### src/rtl/cdc_handshake_tx.sv
// cdc_handshake_tx: source side of a 4-phase req/ack clock-domain crossing.
// Takes one word from a valid/ready port, holds it on o_data and runs
// req/ack through both phases. A watchdog aborts a handshake that stalls.
// The async ack is resynchronised by a small flop chain before any use.

// Multi-flop synchronizer for a single asynchronous level signal.
module cdc_sync_bit #(
    parameter int STAGES = 2
) (
    input  logic clk,
    input  logic rst_n,
    input  logic d,
    output logic q
);

    logic [STAGES-1:0] chain;

    // Shift the async level through STAGES flops; only the last flop is used.
    always_ff @(posedge clk or negedge rst_n) begin
        if (!rst_n) begin
            chain <= '0;
        end else begin
            chain <= {chain[STAGES-2:0], d};
        end
    end

    assign q = chain[STAGES-1];

endmodule

module cdc_handshake_tx #(
    parameter int DATA_W   = 8,
    parameter int SYNC_FFS = 2,
    parameter int TIMEOUT  = 255
) (
    input  logic              i_clk,
    input  logic              i_reset_n,
    input  logic              i_valid,
    output logic              o_ready,
    input  logic [DATA_W-1:0] i_data,
    output logic [DATA_W-1:0] o_data,
    output logic              o_req,
    input  logic              i_ack,
    output logic              o_busy,
    output logic              o_done,
    output logic              o_timeout,
    input  logic              i_clr_timeout
);

    // A zero TIMEOUT disables the watchdog; keep the counter 1 bit wide then.
    localparam int CNT_W      = (TIMEOUT > 0) ? $clog2(TIMEOUT + 1) : 1;
    localparam int CNT_LAST_I = (TIMEOUT > 0) ? (TIMEOUT - 1) : 0;
    localparam logic [CNT_W-1:0] CNT_LAST = CNT_LAST_I[CNT_W-1:0];
    localparam logic [CNT_W-1:0] CNT_MAX  = {CNT_W{1'b1}};

    typedef enum logic [1:0] {
        IDLE = 2'd0,
        REQ  = 2'd1,
        REL  = 2'd2
    } state_t;

    state_t           state;
    logic [CNT_W-1:0] cnt;
    logic             aborted;
    logic             ack_s;
    logic             expired;

    // Ack comes from another clock domain, so only its synchronised copy is used.
    cdc_sync_bit #(
        .STAGES (SYNC_FFS)
    ) u_ack_sync (
        .clk   (i_clk),
        .rst_n (i_reset_n),
        .d     (i_ack),
        .q     (ack_s)
    );

    // Watchdog fires on the last allowed cycle of REQ or REL.
    assign expired = (TIMEOUT != 0) && (cnt == CNT_LAST);

    // A lingering ack from the previous transfer must clear before a new word
    // is taken, otherwise the destination could see a req with ack already high.
    assign o_ready = (state == IDLE) && !ack_s && i_reset_n;
    assign o_busy  = (state != IDLE);

    // Handshake FSM with registered req/done/timeout and the watchdog counter.
    // The timeout clear is written first so a same-cycle set overrides it.
    always_ff @(posedge i_clk or negedge i_reset_n) begin
        if (!i_reset_n) begin
            state     <= IDLE;
            o_req     <= 1'b0;
            o_data    <= '0;
            o_done    <= 1'b0;
            o_timeout <= 1'b0;
            cnt       <= '0;
            aborted   <= 1'b0;
        end else begin
            o_done <= 1'b0;
            if (i_clr_timeout) begin
                o_timeout <= 1'b0;
            end

            case (state)
                IDLE: begin
                    cnt <= '0;
                    if (i_valid && o_ready) begin
                        o_data <= i_data;
                        o_req  <= 1'b1;
                        state  <= REQ;
                    end
                end

                REQ: begin
                    if (ack_s) begin
                        o_req <= 1'b0;
                        cnt   <= '0;
                        state <= REL;
                    end else if (expired) begin
                        o_req     <= 1'b0;
                        o_timeout <= 1'b1;
                        aborted   <= 1'b1;
                        cnt       <= '0;
                        state     <= REL;
                    end else if (cnt != CNT_MAX) begin
                        cnt <= cnt + 1'b1;
                    end
                end

                REL: begin
                    if (!ack_s) begin
                        o_done  <= ~aborted;
                        aborted <= 1'b0;
                        cnt     <= '0;
                        state   <= IDLE;
                    end else if (expired) begin
                        o_timeout <= 1'b1;
                        aborted   <= 1'b0;
                        cnt       <= '0;
                        state     <= IDLE;
                    end else if (cnt != CNT_MAX) begin
                        cnt <= cnt + 1'b1;
                    end
                end

                default: begin
                    o_req   <= 1'b0;
                    aborted <= 1'b0;
                    cnt     <= '0;
                    state   <= IDLE;
                end
            endcase
        end
    end

endmodule

### config.mk
export PLATFORM = sky130hd
export DESIGN_NAME = cdc_handshake_tx
export DESIGN_NICKNAME = d
export VERILOG_FILES = /design/src/rtl/cdc_handshake_tx.sv
export SDC_FILE = /design/constraint.sdc
export NUM_CORES = 1
export LEC_CHECK = 0
export ABC_AREA = 1
export BUFFER_PORTS_ARGS = -buffer_cell sky130_fd_sc_hd__buf_2
export CAP_MARGIN = 30
export CELL_PAD_IN_SITES_DETAIL_PLACEMENT = 1
export CELL_PAD_IN_SITES_GLOBAL_PLACEMENT = 2
export CORE_UTILIZATION = 33
export DETAILED_ROUTE_END_ITERATION = 16
export PLACE_DENSITY_LB_ADDON = 0.1
export SLEW_MARGIN = 20
export SYNTH_ARGS = -nofsm -noshare
export SYNTH_HDL_FRONTEND = slang
export SYNTH_SLANG_ARGS = --single-unit
### constraint.sdc
create_clock -name i_clk -period 2.1 [get_ports i_clk]
set_input_delay 0 -clock i_clk [delete_from_list [all_inputs] [get_ports i_clk]]
set_output_delay 0 -clock i_clk [all_outputs]
set_load 0.05 [all_outputs]
# == Yosys cells after proc, flatten, opt, wreduce, memory -nomap -nowiden ==
# Index checks and enable logic that the tools add are counted.
# totals
ff_bits,24
output_inout_bits,13
word_cells,57
# classes
addsub,1
n_eq_ne,9
muxes,26
bitwise_logic,3
reduce_logical,10
# op_table
operator,count
two-way mux 8 bit,4
case mux 8 bit (2 select lines),1
two-way mux 1 bit,12
two-way mux 2 bit,5
adder 8 x 1 -> 8 bit (second input constant),1
== test 8 bit (second input constant),1
inequality test 8 bit (second input constant),1
case mux 1 bit (3 select lines),2
case mux 2 bit (3 select lines),1
AND reduction 3 bit,2
inequality test 2 bit (second input constant),2
AND reduction 4 bit,1
logical AND 1 bit,3
inequality test 3 x 2 -> 1 bit (second input constant),1
inequality test 3 bit (second input constant),1
NOT 1 bit,3
== test 2 x 1 -> 1 bit (second input constant),1
== test 2 bit (second input constant),1
logical NOT 2 bit,1
inequality test 2 x 1 -> 1 bit (second input constant),1
case mux 1 bit (2 select lines),1
AND reduction 2 bit,1
nonzero test 2 bit,1
logical NOT 1 bit,1

# == Logic depth before layout (Yosys ltp) ==
# Gate-level depths: netlist of run 1.
# depth
word_depth,6
ltp_mapped,9
depth_no_buf,9

# == Hierarchy ==
# Synthesis of run 1 repeated with hierarchy kept, for this count alone.
# hier_totals
cells_unflattened,147
hier_area_um2,1226.2
# modules_own_cells
mod,instances,cells_per_inst,area_per_inst_um2
cdc_handshake_tx,1,145,1176.1
cdc_sync_bit,1,2,50.0

# == Worst setup path before layout of run 1 ==
# OpenSTA, ideal clock, no wires.
# synth_path
path_kind,flip-flop to flip-flop
from,register state[0]
to,register aborted
t_arrival_ns,1.358
required_time_ns,2.037
slack_ns,0.680
stages_incl_launch_ff,8
path_buffers,0
cell_sequence,dfrtp_1 > inv_1 > ha_1 > inv_1 > nand2_1 > o21bai_1 > o21ai_1 > inv_1
# synth_via
elab_chain_len,3
# synth_rtl
element,line_no,text
start: declaration,62,state_t state;
start signal: assignment,90,state <= IDLE;
start signal: assignment,109,state <= REQ;
start signal: assignment,117,state <= REL;
== test 2 bit (tied with other cells),103,case (state)
inequality test 3 bit (no source line) (tied with other cells),-,
AND reduction 4 bit (no source line),-,
end signal: assignment,96,aborted <= 1'b0;
end signal: assignment,121,aborted <= 1'b1;
end signal: assignment,132,aborted <= 1'b0;
end: declaration,64,logic aborted;
# Parallel ways exist; a longest one is shown, timed or not.
# A chain may end at the register's enable or synchronous reset.

# == Final worst setup path of run 1 ==
# layout_path
from,register state[0]
to,register state[1]
# layout_via
elab_chain_len,6
# layout_rtl
element,line_no,text
logical NOT 2 bit,"83, 103",
logical AND 1 bit (2 in series),83,assign o_ready = (state == IDLE) && !ack_s && i_reset_n;
logical AND 1 bit,106,if (i_valid && o_ready) begin
inequality test 2 x 1 -> 1 bit (no source line),-,
AND reduction 3 bit (no source line),-,
# Parallel ways exist; a longest one is shown, timed or not.

==> metrics.cfg, run 1 <==
[outcome]
status=finished clean

[clock_tree]
cts_sinks=24
clk_transition_reported_paths_ns=0.09
clk_latency_ns=0.27
cts_resized=0
hold_buffers=10
cts_tree=built
cts_inserted_buffers=3
h-tree-depth=1
cts_buffer_depth=2
postCtsSetupRepairBufs=0
root_buffer=clkbuf_8

[synthesis]
ys_types=24
synth_cells=147
ys_ff_latch=24
yosys.area.top_type_share=0.4928
avgSynthCellArea_sq_um=8.290
syn_nets=166
ys_warn_count=0
yosysSeqAreaShare=0.4928
netlist_top_cells_area=dfrtp_1 (49%), nand2_1 (14%), ha_1 (6.2%)
syn_area_sq_um=1219
synth_top_cell_by_area=dfrtp_1

[sta]
hold_viol_final=0
fmax_mhz=637.0
setup_tns_ns=0
maxSlewHeadroom=0.7999
clock_skew_ns=0.002116
worst_slew_pin_slew_ns=0.3002
fin_crit_ns=1.570
worst_slack_ns=0.5300
drv_slew=0
finalCritPeriodShare=0.7476
finalSetupViolCount=0
hold-worst-slack_ns=0.0006569
rsz0062_at_grt=no

[die]
ios=26
dieHeight_microns=62.77
start_util=0.3541
core_region_area_sq_um=3442
num_rows=21
dieArea_sq_um=3940
dieWidth_microns=62.77

[final_layout]
final_nets=207
layout-drive-gt1-share=0.2353
mostFrequentLayoutCells=nand2_1 (47), buf_2 (25), dfrtp_1 (24), inv_1 (17), nor2_1 (13)
num_antenna_cells=0
n_fill_cell=433
syn2layout_area_growth_pct=29.67
finalNonFillerCells=233
final_common_cell=nand2_1

[drt]
vias_per_cell=4.588
drt-total-wl_microns=2950
drc=0
ant_nets=0
wl_per_cell_microns=12.66
dr.pass1.iters=3
vias=1069
drt_first_iter_violations=20

[placement]
pre_cts_ws_ns=0.5441
place_hpwl_microns=2186
dp.cells=219
numPortBuffers=25
gp_congestion=0.7643

[setup_path]
crit_path_end_kind=register
critPathKind=reg2reg
cp_common_cell=nand2_1
path_buf_inv=1
path_delay_family=simple AND/OR/NAND/NOR gates
cp_max_fo=10
path_cells=inv_1 -> ha_1 -> nand4_4 -> nand2_1 -> nand2_2 -> nand2_1 -> o21ai_2
startpoint_type=register
crit_required_ns=2.26
max_stage_delay_ns=0.41
arrival_ns=1.73
worst_path_max_delay_cell=dfrtp_1

[pwr]
switching_share=0.4611
p_per_area_nw_per_um2=1239
share_comb_of_total_power=0.464
p_switching_mw=0.9026
ir_drop_mv=0.5783
seqPwrFrac=0.326
p_int_mw=1.055
clkPwrFrac=0.210
power_leakage_nw=0.8498
p_total_mw=1.958

[grt]
track_usage=0.1741
grt-ovfl-total=0
grt_pass1_wl_microns=5285
grt_max_degree=17
grt_pass1_vias=1170
antenna_found_initial=0

[min_path]
min_path_type=in2reg

[run]
drv_cap=0

==> cells by family (layout without fill, tap and decap cells) <==
family / count (synthesis) / in the layout / share of synthesized area
DFF: 24 / 24 / 0.4928
buffers and inverters: 20 / 60 / 0.06263
AOI/OAI and AO/OA: 13 / 13 / 0.06057
adders and majority gates: 6 / 6 / 0.06160
and+or+nand+nor: 82 / 82 / 0.3080
xor gates and xnor gates: 2 / 2 / 0.01438
==> cell usage after synthesis <==
library cell / n
nor2_4: 1
o21ai_1: 2
nand3b_1: 1
a21oi_1: 5
nor2_2: 1
o21ai_2: 1
nor2_1: 13
nand2_2: 6
clkinv_2: 1
inv_2: 2
xor2_1: 1
nand4_4: 1
o211ai_1: 1
nand2_1: 47
o21ai_0: 3
dfrtp_1: 24
inv_1: 17
nand3_1: 9
nand4_1: 1
nand3_2: 1
nor3_1: 1
xnor2_1: 1
o21bai_1: 1
ha_1: 6
==> worst register-to-register path, cell delays in order, from the launching register on <==
cell and delay (ns):
dfrtp_1 0.41, inv_1 0.12, ha_1 0.29, nand4_4 0.23, nand2_1 0.20, nand2_2 0.09
nand2_1 0.08, o21ai_2 0.05
==> stage by stage <==
step	utilization	area (sq um)
2_1_floorplan	-	1219
5_1_grt	0.4591	1580
3_5_place_dp	0.4093	1409
3_3_place_gp	0.4093	1409
4_1_cts	0.4591	1580
6_report	0.4591	1580
==> power by group through the flow <==
| stage | clock (mW) | combinational (mW) | sequential (mW) |
|---|---|---|---|
| after global placement | 0 | 0.877 | 0.640 |
| after CTS | 0.421 | 0.920 | 0.637 |
| after floorplan | 0 | 0.381 | 0.930 |
| final | 0.410 | 0.909 | 0.638 |
| after detailed placement | 0 | 0.899 | 0.646 |
| after global routing | 0.438 | 0.990 | 0.653 |
==> sequential cells by signal (all words and copies together) (netlist names) <==
| name | flops |
|---|---|
| aborted | 1 |
| cnt | 8 |
| o_data | 8 |
| o_done | 1 |
| o_req | 1 |
| o_timeout | 1 |
| state | 2 |
| u_ack_sync.chain | 2 |
==> final cells by class <==
| cell class | count | area (sq um) | share of cell area |
|---|---|---|---|
| tap | 46 | 57.56 | 0.03642 |
| timing repair buffer | 36 | 232.7 | 0.1473 |
| multi-input combinational | 103 | 541.8 | 0.3428 |
| clock buffer | 3 | 41.29 | 0.02613 |
| sequential | 24 | 600.6 | 0.3800 |
| clock inverter | 1 | 30.03 | 0.01900 |
| inverter | 20 | 76.32 | 0.04830 |
==> per-layer routing <==
layer	vias to the layer above	routed length [microns]	track usage
met2	17	1508	0.3125
met5	-	0	0
li1	534	-	-
met1	516	1319	0.2007
met3	2	91	0.04562
met4	0	31	0.05233
==> worst paths after layout <==
check | cells after the start | end | from | slack [ns]
min | 3 | o_timeout | i_clr_timeout | 0.0007
min reg2reg | 0 | u_ack_sync.chain[1] | u_ack_sync.chain[0] | 0.36
max in group asynchronous | 3 | o_data[7] | i_reset_n | 1.45
max | 7 | state[1] | state[0] | 0.53
min in group asynchronous | 2 | state[1] | i_reset_n | 0.14
max reg2reg | 7 | state[1] | state[0] | 0.53
Power figures use the tool's default switching activity.
==> run 2: changes to the inputs <==
- CORE_UTILIZATION: 33 -> 28
- clock period: 2.1 -> 1.3 ns (I/O delays scaled with it)
==> run 2 against run 1 <==
The run now ends with setup timing left. Worst hold slack better by 0.11 ns. Design area is 18% higher. First-iteration DRC count rose by 130%. Critical path depth is the same. Fmax rose by 20%. Final cell count grew 7.7%. Sequential cell count is the same. Register-to-register slack worse by 0.54 ns. Sequential share of layout area fell by 5.6 points. Via count up 7.2%.
==> metrics.cfg, run 2 (same netlist as run 1, synthesis figures left out) <==
[setup_path]
cp_max_fo=4
critPathKind=reg2reg
crit_path_end_kind=register
cp_common_cell=nand2_1
ff2ff_path_depth=7
worst_path_max_delay_cell=dfrtp_2
path_cells=inv_4 -> ha_4 -> nand4_4 -> nand2_2 -> nand3_2 -> nand2_1 -> nand2_1
arrival_ns=1.47
regToRegEndpoint=o_req
r2r_slack_ns=-0.009
path_delay_family=flip-flops
crit_required_ns=1.46
r2r-start=state[0]
max_stage_delay_ns=0.46
startpoint_type=register
path_buf_inv=1

[final_layout]
largest_registers=cnt (8), o_data (8)
mostFrequentLayoutCells=nand2_1 (40), buf_2 (23), dfrtp_1 (22), buf_4 (12), dlygate4sd3_1 (11)
final_common_cell=nand2_1
num_antenna_cells=0
n_fill_cell=494
utilization=0.4550
layout-drive-gt1-share=0.4378
final_nets=221
syn2layout_area_growth_pct=52.57

[drt]
vias=1146
drt-total-wl_microns=3339
wl_per_cell_microns=13.30
vias_per_cell=4.566
drt_first_iter_violations=45
ant_nets=0
dr.pass1.iters=2
drc=0

[outcome]
violations=setup timing
status=finished, violations left

[clock_tree]
cts_sinks=24
cts_buffer_depth=2
clk_transition_reported_paths_ns=0.09
cts_inserted_buffers=3
root_buffer=clkbuf_8
cts_tree=built
h-tree-depth=1
clk_latency_ns=0.27

[pwr]
p_per_area_nw_per_um2=1905
power_leakage_nw=0.9504
ir_drop_mv=0.8068

[sta]
hold_viol_final=0
maxSlewHeadroom=0.8258
finalSetupViolCount=2
rsz0062_at_grt=yes
fin_crit_ns=1.309
drv_slew=0
worst_slew_pin_slew_ns=0.2613
setup_tns_ns=-0.01404
finalCritPeriodShare=1.007
clock_skew_ns=0.006024
worst_slack_ns=-0.008598
fmax_mhz=764.2

[grt]
grt_pass1_wl_microns=5161
antenna_found_initial=0
grt-ovfl-total=0
grt_max_degree=20
grt_pass1_vias=1142
track_usage=0.1520

[run]
drv_cap=0

[die]
ios=26
dieWidth_microns=67.97
dieArea_sq_um=4620
core_region_area_sq_um=4086
num_rows=23
start_util=0.2982
dieHeight_microns=67.97

[placement]
numPortBuffers=25
gp_congestion=0.7275
place_hpwl_microns=2325

[min_path]
min_path_type=in2async

[run 2: cell count changes in the layout (fill, tap and decap cells not counted), sizes merged]
cell,before,now
buf,26,39
bufinv,1,0
clkbuf,3,4
clkinvlp,0,1
dlygate4sd3,10,11
inv,19,18
[run 2: how the worst max path moves through the flow]
stage	start	endpoint	slack [ns]	cells past startpoint
floorplan	state[1]	aborted	-0.03	7
global placement	cnt[0]	cnt[5]	-0.03	9
detailed placement	cnt[0]	cnt[5]	-0.1	9
CTS	cnt[0]	o_req	0.002	9
global route	state[0]	o_req	-0.08	7
finish	state[0]	o_req	-0.009	7
[run 2: power breakdown]
group,total [mW],internal [mW],switching [mW]
Combinational,1.96,0.686,1.27
Sequential,1.06,0.927,0.130
Clock,0.529,0.271,0.258
[run 2: final cells by class]
| cell class | instances | area [sq um] | share of cell area |
|---|---|---|---|
| Clock buffer | 4 | 55.05 | 0.02961 |
| Inverter | 20 | 82.58 | 0.04441 |
| Multi-Input combinational cell | 103 | 691.9 | 0.3721 |
| Sequential cell | 24 | 603.1 | 0.3244 |
| Tap cell | 50 | 62.56 | 0.03365 |
| Timing Repair Buffer | 50 | 364.1 | 0.1958 |
[run 2: metrics by stage]
step / hold slack, ns / instance area [sq um] / setup slack (ns) / total power, mW / cells
floorplan: -0.2956 / 1239 / -0.02823 / 2.195 / 147
global placement: -0.1429 / 1501 / -0.03310 / 2.623 / 232
detailed placement: -0.1402 / 1501 / -0.09591 / 2.651 / 232
CTS: 0.1060 / 1755 / 0.002496 / 3.355 / 249
global route: 0.1269 / 1859 / -0.07907 / 3.750 / 251
finish: 0.1086 / 1859 / -0.008598 / 3.542 / 251
[run 2: per-layer routing]
layer / vias to the layer above / GRT usage / part of all wire
met5: - / 0 / 0
met4: 0 / 0.04688 / 0.012
met3: 5 / 0.02833 / 0.025
met2: 22 / 0.2586 / 0.51
met1: 552 / 0.1932 / 0.45
li1: 567 / - / -
[run 2: timing repair]
item,CTS,global route
pin swaps,4,12
hold buffers,11,0
setup endpoints to repair,14,16
endpoints found under the hold margin,34,0
buffers inserted,2,2
resized for setup,21,28
==> run 3: changes to the inputs <==
- CELL_PAD_IN_SITES_GLOBAL_PLACEMENT: 2 -> 1
- CORE_UTILIZATION: 28 -> 35
==> run 3 against run 2 <==
The flow still finishes with violations (setup timing). Global-route usage increased by 4.2 points. Sequential power about the same. Die area decreased by 19%. Count of clock-buffer cells in the layout decreased by 1. Total power increased by 0.65%. Clock skew decreased by 0.0033 ns. Sequential cell count unchanged. Fmax decreased by 3.1%. Via count increased by 1.5%.
==> metrics.cfg, run 3 (same netlist as run 1, synthesis figures left out) <==
[sta]
finalCritPeriodShare=1.039
rsz0062_at_grt=yes
hold-worst-slack_ns=0.1338
drv_slew=0
worst_slack_ns=-0.05106
hold_viol_final=0
fmax_mhz=740.2
fin_crit_ns=1.351
finalSetupViolCount=7
worst_slew_pin_slew_ns=0.3189
clock_skew_ns=0.002771
maxSlewHeadroom=0.7874

[placement]
place_hpwl_microns=2211
numPortBuffers=25
pre_cts_ws_ns=-0.1504
gp_congestion=0.7904

[clock_tree]
root_buffer=clkbuf_4
cts_inserted_buffers=3
cts_sinks=24
h-tree-depth=1
clk_transition_reported_paths_ns=0.14
cts_tree=built
cts_buffer_depth=2
clk_latency_ns=0.31

[final_layout]
final_common_cell=nand2_1
largest_registers=cnt (8), o_data (8)
num_antenna_cells=0
syn2layout_area_growth_pct=53.90
n_fill_cell=411
mostFrequentLayoutCells=nand2_1 (33), dfrtp_1 (24), buf_2 (23), nand2_2 (16), buf_4 (14)
layout-drive-gt1-share=0.4537
final_nets=225

[setup_path]
critPathKind=reg2out
cp_max_fo=4
crit_required_ns=1.30
arrival_ns=1.35
startpoint_type=register
r2r_slack_ns=-0.03
crit_path_end_kind=output port

[die]
core_region_area_sq_um=3337
start_util=0.3652
dieWidth_microns=61.01
dieHeight_microns=61.01
dieArea_sq_um=3722
ios=26
num_rows=21

[grt]
grt-ovfl-total=0
track_usage=0.1943
grt_pass1_wl_microns=5299
grt_pass1_vias=1191
antenna_found_initial=0
grt_max_degree=25

[drt]
drt-total-wl_microns=3298
drc=0
vias_per_cell=4.633
drt_first_iter_violations=6
vias=1163
ant_nets=0
dr.pass1.iters=4
wl_per_cell_microns=13.14

[outcome]
violations=setup timing
status=finished, violations left

[pwr]
power_leakage_nw=0.9736
ir_drop_mv=1.243
clkPwrFrac=0.154
share_comb_of_total_power=0.551
switching_share=0.4595
seqPwrFrac=0.296
p_switching_mw=1.638
p_per_area_nw_per_um2=1901
p_int_mw=1.927

[run]
drv_cap=0

[min_path]
min_path_type=in2reg

run 3: changes by cell type in the layout (fill, tap and decap cells not counted), sizes merged:
cell / before / now
bufinv: 0 / 1
buf: 39 / 43
clkbuf: 4 / 3
run 3: power groups by stage:
stage	sequential [mW]	clock (mW)	combinational (mW)
floorplan	1.51	0	0.690
global placement	1.04	0	1.56
detailed placement	1.04	0	1.60
CTS	1.03	0.567	1.79
global route	1.07	0.589	2.10
finish	1.05	0.548	1.96
run 3: per-layer routing:
| metal | part of all wire | GRT usage | vias to the layer above | wire, microns |
|---|---|---|---|---|
| li1 | - | - | 572 | - |
| met5 | 0 | 0 | - | 0 |
| met2 | 0.56 | 0.3705 | 20 | 1847 |
| met3 | 0.025 | 0.02559 | 2 | 84 |
| met4 | 0.0052 | 0.03896 | 0 | 17 |
| met1 | 0.41 | 0.2322 | 569 | 1348 |
run 3: critical path, cell delays in order, from the launching register on:
cell and delay, ns:
dfrtp_1 0.45, inv_2 0.11, ha_4 0.19, nand3_2 0.09, inv_2 0.07, buf_8 0.14
run 3: final timing paths:
check	start	to	cells after the start
max in group asynchronous	i_reset_n	cnt[7]	3
hold reg to reg	u_ack_sync.chain[0]	u_ack_sync.chain[1]	0
setup / recovery	state[0]	o_ready	5
setup reg to reg	cnt[0]	state[0]	9
min in group asynchronous	i_reset_n	state[0]	3
hold / removal	i_valid	o_data[2]	5
run 3: cell type report:
class	instances	area, sq um	share of cell area
Inverter	20	85.08	0.04536
Multi-Input combinational cell	103	678.2	0.3616
Clock inverter	1	30.03	0.01601
Sequential cell	24	600.6	0.3202
Clock buffer	3	22.52	0.01201
Tap cell	46	57.56	0.03069
Timing Repair Buffer	54	401.6	0.2141
run 3: metrics by stage:
step	setup TNS, ns	util	cell area (sq um)	instances	power [mW]
after detailed placement	-1.226	0.4484	1496	228	2.642
after floorplan	-0.02823	-	1239	147	2.195
after CTS	-0.05840	0.5328	1778	250	3.387
after global placement	-0.5061	0.4484	1496	228	2.600
after global routing	-1.154	0.5621	1876	251	3.757
final	-0.1477	0.5621	1876	251	3.565
run 3: what timing repair did:
item / in CTS / in global routing
hold buffers: 11 / 0
setup buffers: 7 / 1
gates resized for setup: 19 / 31
pin swaps: 9 / 11
setup endpoints to repair: 15 / 23
hold endpoints to repair: 34 / 0
